File: config.mk
export PLATFORM = sky130hd
export DESIGN_NAME = difftest_commit_ctrl
export DESIGN_NICKNAME = d
export VERILOG_FILES = /design/src/rtl/difftest_pkg.sv /design/src/rtl/commit_fifo.sv /design/src/rtl/difftest_commit_ctrl.sv
export SDC_FILE = /design/constraint.sdc
export NUM_CORES = 1
export LEC_CHECK = 0
export ABC_AREA = 1
export CAP_MARGIN = 20
export CORE_ASPECT_RATIO = 1.75
export CORE_UTILIZATION = 56
export CTS_CLUSTER_SIZE = 8
export DETAILED_ROUTE_END_ITERATION = 16
export PLACE_DENSITY = 0.85
export SYNTH_ARGS = -nofsm -noshare
export SYNTH_HDL_FRONTEND = slang
export SYNTH_SLANG_ARGS = --single-unit
File: constraint.sdc
create_clock -name clock -period 12 [get_ports clock]
set_clock_uncertainty 0.15 [all_clocks]
set_input_delay 2.4 -clock clock [delete_from_list [all_inputs] [get_ports clock]]
set_output_delay 2.4 -clock clock [all_outputs]
set_load 0.02 [all_outputs]
File: src/rtl/difftest_pkg.sv
// difftest_pkg: shared commit entry, ebreak encoding and controller states
package difftest_pkg;
   typedef struct packed {
      logic [31:0] pc;
      logic [31:0] inst;
      logic [31:0] npc;
      logic        wen;
      logic [4:0]  waddr;
      logic [31:0] wdata;
   } commit_entry_t;
   localparam logic [31:0] EBREAK_INST = 32'h0010_0073;
   typedef enum logic [1:0] {RUN, DRAIN, HALTED} state_t;
endpackage

File: src/rtl/commit_fifo.sv
// commit_fifo: DEPTH-entry queue of retired instructions awaiting the difftest host
module commit_fifo
   import difftest_pkg::*;
#(
   parameter int DEPTH = 4
) (
   input  logic                           clock,
   input  logic                           reset,
   input  logic                           push,
   input  logic                           pop,
   input  commit_entry_t                  din,
   output commit_entry_t                  dout,
   output logic                           full,
   output logic                           empty,
   output logic [$clog2(DEPTH+1)-1:0]     count
);
   localparam int AW = $clog2(DEPTH);
   localparam int CW = $clog2(DEPTH+1);
   commit_entry_t mem [DEPTH];
   logic [AW-1:0] wp, rp;
   logic do_push, do_pop;
   assign full    = count == CW'(DEPTH);
   assign empty   = count == '0;
   assign do_pop  = pop & ~empty;
   // a full queue still takes a push when the head leaves in the same cycle
   assign do_push = push & (~full | do_pop);
   assign dout    = mem[rp];
   always_ff @(posedge clock)
      if (do_push) mem[wp] <= din;
   always_ff @(posedge clock) begin
      if (reset) begin
         wp    <= '0;
         rp    <= '0;
         count <= '0;
      end else begin
         wp    <= do_push ? wp + 1'b1 : wp;
         rp    <= do_pop ? rp + 1'b1 : rp;
         count <= count + CW'(do_push) - CW'(do_pop);
      end
   end
endmodule

File: src/rtl/difftest_commit_ctrl.sv
// difftest_commit_ctrl: queues WB retirements and strobes them to the difftest host,
// tracking ebreak halt, idle timeout and queue overflow.
module difftest_commit_ctrl
   import difftest_pkg::*;
#(
   parameter int DEPTH   = 4,
   parameter int TIMEOUT = 4096
) (
   input  logic                       clock,
   input  logic                       reset,
   input  logic                       wb_valid,
   input  logic [31:0]                wb_pc,
   input  logic [31:0]                wb_inst,
   input  logic [31:0]                wb_npc,
   input  logic                       wb_wen,
   input  logic [4:0]                 wb_waddr,
   input  logic [31:0]                wb_wdata,
   input  logic                       dpi_ready,
   output logic                       commit,
   output logic [31:0]                c_pc,
   output logic [31:0]                c_inst,
   output logic [31:0]                c_npc,
   output logic [31:0]                c_wdata,
   output logic                       c_wen,
   output logic [4:0]                 c_waddr,
   output logic                       halt,
   output logic                       timeout,
   output logic                       overflow,
   output logic [$clog2(DEPTH+1)-1:0] count
);
   localparam int IW = $clog2(TIMEOUT);
   localparam logic [IW-1:0] IDLE_MAX = IW'(TIMEOUT - 1);
   state_t state, state_nx;
   commit_entry_t wb_entry, head, c_q;
   logic full, empty, push, pop;
   logic [IW-1:0] idle, idle_nx;
   assign wb_entry = '{pc: wb_pc, inst: wb_inst, npc: wb_npc, wen: wb_wen, waddr: wb_waddr, wdata: wb_wdata};
   assign pop  = ~empty & dpi_ready & (state != HALTED);
   assign push = wb_valid & (state == RUN) & (~full | pop);
   commit_fifo #(.DEPTH(DEPTH)) u_fifo (
      .clock (clock),
      .reset (reset),
      .push  (push),
      .pop   (pop),
      .din   (wb_entry),
      .dout  (head),
      .full  (full),
      .empty (empty),
      .count (count)
   );
   // halt waits for the ebreak strobe itself so the host sees it before stopping
   always_comb begin
      state_nx = (state == RUN && push && wb_inst == EBREAK_INST) ? DRAIN :
                 (state == DRAIN && commit && c_q.inst == EBREAK_INST) ? HALTED : state;
      idle_nx  = push ? '0 : (idle == IDLE_MAX ? idle : idle + 1'b1);
   end
   always_ff @(posedge clock) begin
      if (reset) state <= RUN;
      else       state <= state_nx;
   end
   always_ff @(posedge clock) begin
      if (reset) begin
         commit   <= 1'b0;
         c_q      <= '0;
         overflow <= 1'b0;
         timeout  <= 1'b0;
         idle     <= '0;
      end else begin
         commit   <= pop;
         c_q      <= pop ? head : c_q;
         overflow <= overflow | (wb_valid & (state == RUN) & full & ~pop);
         idle     <= (state == RUN) ? idle_nx : idle;
         timeout  <= timeout | ((state == RUN) & (idle_nx == IDLE_MAX));
      end
   end
   assign halt    = state == HALTED;
   assign c_pc    = c_q.pc;
   assign c_inst  = c_q.inst;
   assign c_npc   = c_q.npc;
   assign c_wdata = c_q.wdata;
   assign c_wen   = c_q.wen;
   assign c_waddr = c_q.waddr;
endmodule

==> metrics <==
IO buf count 278; vias in the first global route 18632; Yosys top cell area share 0.621; Max stage delay cell, worst path buf_4; pin count of the biggest net entering global routing 168; critical path's largest stage delay 0.71 ns; required time of the critical path 12.12 ns; Sink Count 694; Max-Cap Viols 0; H-tree depth 3; Starting Density 0.571; Core Rows 103; post-synthesis simple-gate area fraction 0.103; Slew HR 0.243; Pwr per Cell Area 222 nW/um^2; DRC viols 0; fill count 2787; post-synthesis sequential area ratio 0.744; Total Routing Usage GR 0.283; Setup Fix Bufs, Post-CTS 0; setup TNS 0 ns; Resized cells post-CTS 0; register area 19300 sq um; RePlAce Congestion 0.838; Worst setup SP type input port; peak supply drop 151 uV; Synth Area in Compound Gates 0.119; DR vias 18455; Most common cell on crit path buf_4; xor/xnor share of the synthesized area 0.000338; final core utilization 0.703; status finished clean; worst skew pair latency 0.61 ns; layout cells sized above 1 0.0599; Final period util 0.457; post-synthesis mux area share 0; CP arrival 5.60 ns; critical path class input port to flip-flop; residual overflow from global routing 0; syn_nets 2277; Routed WL 67.4 mm; first-pass GRT wire length 101 mm; CP top delay family buffers and inverters; Syn-to-layout area delta 23.2%; estimated wirelength of the detail-placed design 35.8 mm; CTS Buf Count 96; num ports 279; Hold/Removal Path Class flip-flop to flip-flop; Multi-input gate area 5900 sq um; Core ar. 45400 sq um; Reg clk slew, reported paths 0.05 ns; die height 287 um; worst-margin pin slew 1.14 ns; final-report hold violation count 0; Worst setup EP type flip-flop; Synth cell types 38; achievable clock frequency 182 MHz; most frequent cells in the layout nor2_1 (565), edfxtp_1 (536), o21ai_0 (415), clkdlybuf4s50_1 (278), dfxtp_1 (156); crit path cell chain clkdlybuf4s50_1, inv_1, nor2_1, nand2_1, nor2_4, buf_4, buf_4, buf_12; Period minus WS final 5.48 ns; final setup violation count 0; Synth Area in Adders 0.00415; NumNets Final 2534; biggest area consumer among synthesized cells edfxtp_1; Detail Route Antenna Nets 0; hold_buf cts 0; Post-synth EDFFs 536; peak fanout along the critical path 58; clk root buf clkbuf_16; drt initial violations 2170; DIE AREA 47100 sq um; Initial DRT Pass Iterations 6; most common cell after layout, fill and taps aside nor2_1; Buf/Inv on CP 5; CTS tree done; worst reg2reg setup slack 8.15 ns; Most used DFF post-synth edfxtp_1; synthesized flop and latch total 694; Slew Limit Fails 0; largest family of logic cells by synthesized area compound AO/OA/AOI/OAI gates; Syn Std Cell Area 25900 sq um; Yosys warning count 0; Via density 6.05; Lkg Pwr 10.9 nW; WL/cell 22.1 um; initial antenna violation count 9; ys async rst share 0; Synth Instances 2131; top post-synthesis cells by area edfxtp_1 (62%), dfxtp_1 (12%), nor2_1 (8.2%); Die Width 165 um; CTS max path bufs 3; syn_area_per_cell 12.2 sq um; unrepaired setup endpoints after global routing false
[cell type report]
| type | instances | area share |
|---|---|---|
| Clock buffer | 178 | 0.0879 |
| Antenna cell | 4 | 0.000314 |
| Tap cell | 577 | 0.0226 |
| Inverter | 40 | 0.00518 |
| Sequential cell | 694 | 0.604 |
| Multi-Input combinational cell | 1259 | 0.185 |
| Clock inverter | 2 | 0.000784 |
| Timing Repair Buffer | 297 | 0.0944 |
[kinds of logic (layout without fill, tap and decap cells)]
kind of cell	count (synthesis)	after routing
compound gates	578	578
other cells	0	4
fa+ha+maj	8	8
flops	694	694
xor+xnor	1	1
buf+inv	178	517
simple gates	672	672
[synthesized netlist by cell type, types with 4 or more instances]
cell,count
nand4_1,5
buf_2,51
buf_1,15
buf_4,9
edfxtp_1,536
nor2_1,569
nor3_1,4
nand3_1,16
o21ai_0,415
a31oi_1,134
nor4_1,11
a21oi_1,18
inv_1,35
dfxtp_1,158
nand2_1,54
ha_1,7
clkbuf_1,62
[worst register-to-register path: stages, from the launching register on]
cell	delay, ns
dfxtp_1	0.35
inv_2	0.07
nand2_1	0.20
nor2_1	0.19
nand2_1	0.57
nor2_4	0.25
buf_4	0.71
buf_4	0.67
buf_12	0.34
[state kept, by name, summed over array words and instances, names as in the netlist]
signal and cells:
u_fifo.count 3, u_fifo.wp 2, timeout 1, c_inst 32
c_npc 32, c_waddr 5, u_fifo.mem 536, u_fifo.rp 2
idle 12, c_wen 1, commit 1, overflow 1
c_wdata 32, state 2, c_pc 32
[routing by layer]
metal	routed length, um	track usage
met1	23600	0.337
met2	34700	0.473
met3	5930	0.0611
met4	3080	0.156
met5	69	0
[where the power goes]
part           leakage [nW]  switching, mW  total (mW)  internal (mW)
logic                  3.31          0.956        1.48          0.528
clock network          1.34          0.957        2.51           1.55
registers              6.22          0.193        3.10           2.91
[metrics by stage]
| stage | instances | hold slack, ns | setup slack [ns] | area, sq um | power [mW] |
|---|---|---|---|---|---|
| CTS | 3043 | 0.310 | 6.45 | 31800 | 7.09 |
| detailed placement | 2863 | 0.302 | 5.83 | 29000 | 4.57 |
| finish | 3051 | 0.308 | 6.52 | 31900 | 7.09 |
| global placement | 2863 | 0.302 | 5.90 | 29000 | 4.50 |
| global route | 3051 | 0.339 | 6.36 | 31900 | 7.35 |
| floorplan | 2131 | 0.324 | 2.73 | 25900 | 3.95 |
[final timing paths]
| path | start | cells after the start | end |
|---|---|---|---|
| worst max-delay path | wb_valid | 8 | u_fifo.mem[2][25] |
| worst min-delay path | timeout | 2 | timeout |
| worst max register to register | state[0] | 8 | u_fifo.mem[2][25] |
| worst min register to register | timeout | 2 | timeout |
No activity file was read; power rests on OpenSTA's default activity.
